File: src/rtl/vga_timing_gen.sv
// Purpose: 640x480@60 VGA raster timing: h/v counters plus registered, mutually aligned sync/blank/strobe decode.
// Latency: outputs are decoded from next-state counters, so every output describes the same (x,y) in the same cycle.
// Backpressure: none; free-running, never stalls. Optional frame_count port under `ifdef VGA_TIMING_FRAME_CNT_EN.
module vga_timing_gen #(
  parameter int H_ACTIVE = 640,
  parameter int H_FP     = 16,
  parameter int H_SYNC   = 96,
  parameter int H_BP     = 48,
  parameter int V_ACTIVE = 480,
  parameter int V_FP     = 10,
  parameter int V_SYNC   = 2,
  parameter int V_BP     = 33
) (
  input  logic       clk,
  input  logic       rst_n,
  output logic [9:0] x,
  output logic [9:0] y,
  output logic       hsync,
  output logic       vsync,
  output logic       display_on,
  output logic       line_start,
`ifdef VGA_TIMING_FRAME_CNT_EN
  output logic       frame_start,
  output logic [9:0] frame_count
`else
  output logic       frame_start
`endif
);

  localparam int H_TOTAL = H_ACTIVE + H_FP + H_SYNC + H_BP;
  localparam int V_TOTAL = V_ACTIVE + V_FP + V_SYNC + V_BP;

  localparam logic [9:0] H_LAST     = 10'(H_TOTAL - 1);
  localparam logic [9:0] V_LAST     = 10'(V_TOTAL - 1);
  localparam logic [9:0] H_ACT_END  = 10'(H_ACTIVE);
  localparam logic [9:0] V_ACT_END  = 10'(V_ACTIVE);
  localparam logic [9:0] H_SYNC_BEG = 10'(H_ACTIVE + H_FP);
  localparam logic [9:0] H_SYNC_END = 10'(H_ACTIVE + H_FP + H_SYNC);
  localparam logic [9:0] V_SYNC_BEG = 10'(V_ACTIVE + V_FP);
  localparam logic [9:0] V_SYNC_END = 10'(V_ACTIVE + V_FP + V_SYNC);

  logic [9:0] h_nxt;
  logic [9:0] v_nxt;

  // Next raster position: h wraps every line, v advances only on the h wrap.
  always_comb begin
    h_nxt = x + 10'd1;
    v_nxt = y;
    if (x == H_LAST) begin
      h_nxt = '0;
      if (y == V_LAST) begin
        v_nxt = '0;
      end else begin
        v_nxt = y + 10'd1;
      end
    end
  end

  // Counters and all decoded outputs register together from the next-state position, so they never skew.
  always_ff @(posedge clk or negedge rst_n) begin
    if (!rst_n) begin
      x           <= '0;
      y           <= '0;
      hsync       <= 1'b1;
      vsync       <= 1'b1;
      display_on  <= 1'b1;
      line_start  <= 1'b0;
      frame_start <= 1'b0;
    end else begin
      x           <= h_nxt;
      y           <= v_nxt;
      hsync       <= !((h_nxt >= H_SYNC_BEG) && (h_nxt < H_SYNC_END));
      vsync       <= !((v_nxt >= V_SYNC_BEG) && (v_nxt < V_SYNC_END));
      display_on  <= (h_nxt < H_ACT_END) && (v_nxt < V_ACT_END);
      line_start  <= (h_nxt == 10'd0);
      frame_start <= (h_nxt == 10'd0) && (v_nxt == 10'd0);
    end
  end

`ifdef VGA_TIMING_FRAME_CNT_EN
  // Frame counter advances the cycle after each frame_start pulse and wraps naturally at 1023.
  always_ff @(posedge clk or negedge rst_n) begin
    if (!rst_n) begin
      frame_count <= '0;
    end else begin
      frame_count <= frame_count + {9'd0, frame_start};
    end
  end
`endif

endmodule

File: config.mk
export PLATFORM = sky130hd
export DESIGN_NAME = vga_timing_gen
export DESIGN_NICKNAME = d
export VERILOG_FILES = /design/src/rtl/vga_timing_gen.sv
export SDC_FILE = /design/constraint.sdc
export NUM_CORES = 1
export LEC_CHECK = 0
export ABC_CLOCK_PERIOD_IN_PS = 2120
export CAP_MARGIN = 20
export CORE_MARGIN = 10
export CORE_UTILIZATION = 40
export DETAILED_ROUTE_END_ITERATION = 10
export DONT_BUFFER_PORTS = 1
export PLACE_DENSITY_LB_ADDON = 0.25
export SLEW_MARGIN = 20
export SYNTH_ARGS = -nofsm -noshare
export SYNTH_HDL_FRONTEND = slang
export SYNTH_SLANG_ARGS = --single-unit
export TNS_END_PERCENT = 20
File: constraint.sdc
create_clock -name clk -period 2.12 [get_ports clk]
set_input_delay 0.318 -clock clk [delete_from_list [all_inputs] [get_ports clk]]
set_output_delay 0.318 -clock clk [all_outputs]
set_load 0.01 [all_outputs]
==> results.md <==
- Once placement finished, the instance area stood at 1790 µm².
- Data arrives at the worst endpoint at about 2.5 ns.
- The initial antenna violation count came to 0.
- The most used flip-flop cell after synthesis is dfrtp_1.
- The power per standard cell area is 366 nW/µm².
- The count of boundary I/O pins is 27.
- The post-route worst setup slack is -0.123 ns.
- For this configuration, the core starts out at a cell density of 42.2%.
- The synthesized design contains 0 enable-type register cells.
- The count of final setup violators is 4.
- In this run the worst hold path is classified as input port to async pin.
- Setup repair after global routing could not meet its margin everywhere.
- The worst setup path is of the register to register kind.
- The number of nets in the synthesized netlist is 153.
- Of all nets on the critical path, the largest fanout is 4.
- Total power for the finished layout comes to between 700 and 800 µW.
- The overflow left after global routing is 0.
- Clock latency on the worst-skew pair, taken at its later pin, is between 0.3 and 0.4 ns.
- The die is 80.1 µm tall.
- Summed over all layers, the routed wires come to 4080 µm.
- Derived from the worst setup path, the maximum achievable clock frequency is approximately 0.45 GHz.
- Data on the critical path is required at its endpoint by 2.37 ns.
- VDD sags by at most 0.000339 V.
- The largest buffer count on any clock path is 2.
- Headroom to the max-slew limit came out at between 70% and 80%.
- The synthesis-to-layout area growth is 37.8%.
- The library cell used as clock root buffer is clkbuf_4.
- After layout, the minimum clock period comes to 2.24 ns.
- The synthesis warning total is 0.
- After synthesis the netlist holds a flip-flop and latch count of 25.
- The mean instance size in the synthesized netlist is 9.75 µm².
- Buffers placed on the I/O ports in this run total 0.
- The slowest stage of the critical path is the or4bb_4 cell.
- In the final layout, the share of cells above drive strength 1 is ~40%.
- The final antenna-violating net count is 0.
- The post-route DRC violation count is 0.
- At the end of the flow the core is filled with cells to 58.2%.
- On the final layout, the worst clock skew is about 0.017 ns.
- Across all hold checks on the routed design, the worst slack comes to 0.381 ns.
- The number of levels in the clock H-tree is 1.
- The max-cap check violation count is 0.
- The number of global-route vias before repair is about 1.4k.
- The setup slack after placement is -0.152 ns.
- The routability congestion estimate is 0.886.
- The placed wire-length estimate is around 3100 µm.
- The run finished, with violations left.
- The checks that failed: setup timing.
- The post-layout instance area is slightly below 2000 µm².
- Summed over all cells, the static leakage comes to 0.914 nW.
- The repair_antennas step left the layout with diodes totalling 0.
- The maximum number of pins on one net before global-route repair is 26.
- Measured in cells, the most critical reg-to-reg path has a length of 6.
- For this block, the initial DRC count from the detailed router was 102.
- Buffers inserted during clock tree synthesis total 3.
- The async set or reset register ratio after synthesis is 100%.
- Counting the fill cells in the layout gives 321.
- The instance count of the mapped netlist is 148.
- The CTS tree is yes.
- The clock transition at the register clock pins on the worst setup and hold paths after CTS is 0.16 ns.
- The routed layout has approximately 1.4k vias.
- The length of the first detailed-routing pass in iterations is 4.
- The row count is 21.
- Sequential cells were found to cover 43.6% of the synthesized design area.
- The unique cell type count in the Yosys netlist is 47.
- The combined area of all synthesized cells is 1440 µm².
- After detailed placement, the design holds a cell count of 230.
- The final layout contains 203 nets.
- The part of the cycle the worst path needs is 106%.
- The finished layout holds between 200 and 250 standard cells, fillers aside.
- In the global route stage, overall resource usage came out at 13.3%.
- After floorplanning, the core was sized to cover 3420 µm².
- The largest single stage delay on the critical path is 0.56 ns.
- Traced cell by cell, the critical path runs through or4bb_4 -> nor4_4 -> o21ai_1 -> a21o_1 -> or3_4 -> nor4_2.
- In the final timing run, aggregate negative setup slack is -0.212 ns.
- The routed wire length per instance is 16.8 µm.
- The number of clock sinks is 25.
- The width of the chip is 80.1 µm.
- The number of failing hold endpoints at the final stage is 0.
- Using the TritonRoute via totals, the vias-per-cell ratio works out to 5.62.
- The die covers roughly 6400 µm².
- The count of final max-slew check failures is 0.
- The first global-routing pass estimated 6840 µm of wire.
- The worst setup path is launched from a register.
- The worst setup path is captured at a register.
- At the pin with the least slew margin, the transition time is 0.395 ns.
==> cell usage in the layout, fill, tap and decap left out, types with 4 or more instances in the layout <==
master / Yosys / routed
inv_1: 5 / 5
nand3_1: 8 / 8
nor2_1: 9 / 9
nand2_1: 12 / 12
o21ai_0: 6 / 4
nand4_1: 4 / 4
buf_4: 0 / 51
xor2_1: 6 / 5
dfrtp_1: 22 / 22
xnor2_1: 6 / 6
==> worst max-delay path: cells and delay by family (launching register included) <==
family	cells	cell delay, ns
compound gates	2	0.34
simple gates	4	1.41
flops	1	0.42
==> area by class of cell <==
cell class / count / area [µm²] / share of cell area (%)
clock buffers: 3 / 22.5 / 1.13
flip-flops and latches: 25 / 629 / 31.7
repair buffers: 53 / 413 / 20.8
well taps: 46 / 57.6 / 2.89
multi-input cells: 110 / 840 / 42.2
inverters: 5 / 18.8 / 0.944
clock inverters: 1 / 7.51 / 0.378
==> routing by layer <==
layer / routed length, µm / track usage, % / vias up
met4: 73 / 4.40 / 0
met3: 280 / 4.68 / 8
met2: 2000 / 22.4 / 58
met5: 0 / 0 / -
li1: - / - / 650
met1: 1730 / 15.4 / 649
==> sequential cells by signal (all words and copies together), names as in the netlist <==
signal,count
vsync,1
display_on,1
hsync,1
y,10
frame_start,1
x,10
line_start,1
==> worst paths after layout <==
kind | start | end | slack (ns)
min in group clk | x[1] | x[1] | 0.56
worst max register to register | y[6] | frame_start | -0.12
worst min-delay path | rst_n | x[3] | 0.38
worst min register to register | x[1] | x[1] | 0.56
max in group asynchronous | rst_n | vsync | 1.48
worst max-delay path | y[6] | frame_start | -0.12
==> cell usage after synthesis (3+ instances only) <==
cell type	n	share of area, %
clkbuf_1	4	1.0
inv_1	5	1.3
a211oi_1	3	1.6
nand4_1	4	1.7
nand2_1	12	3.1
o21ai_0	6	2.1
o22ai_1	3	1.3
nand3_1	8	2.8
xor2_1	6	3.6
or3_1	3	1.3
nor4b_1	3	1.8
buf_2	3	1.0
nor4_1	4	1.7
xnor2_1	6	3.6
nor2_1	9	2.3
dfrtp_1	22	38
nor3_1	4	1.4
a21oi_1	3	1.0
ha_1	3	2.6
dfstp_2	3	5.5
==> what timing repair did <==
action,CTS,global route
pin swaps,9,1
cloned,0,0
endpoints found under the setup margin,5,7
gates resized for setup,12,7
hold buffers,2,0
buffers inserted,6,1
hold endpoints to repair,25,0
==> power breakdown <==
part | switching, mW | internal (mW)
registers | 0 | 0.477
clock network | 0.163 | 0.0723
logic | 0.0102 | 0.00500
==> cell families after synthesis <==
kind of cell | synth area share (%)
compound gates | 14.0
mux | 0.694
xor+xnor | 7.29
fa+ha+maj | 2.60
simple gates | 27.6
buf+inv | 4.16
flops | 43.6
(Power assumes the default switching activity.)
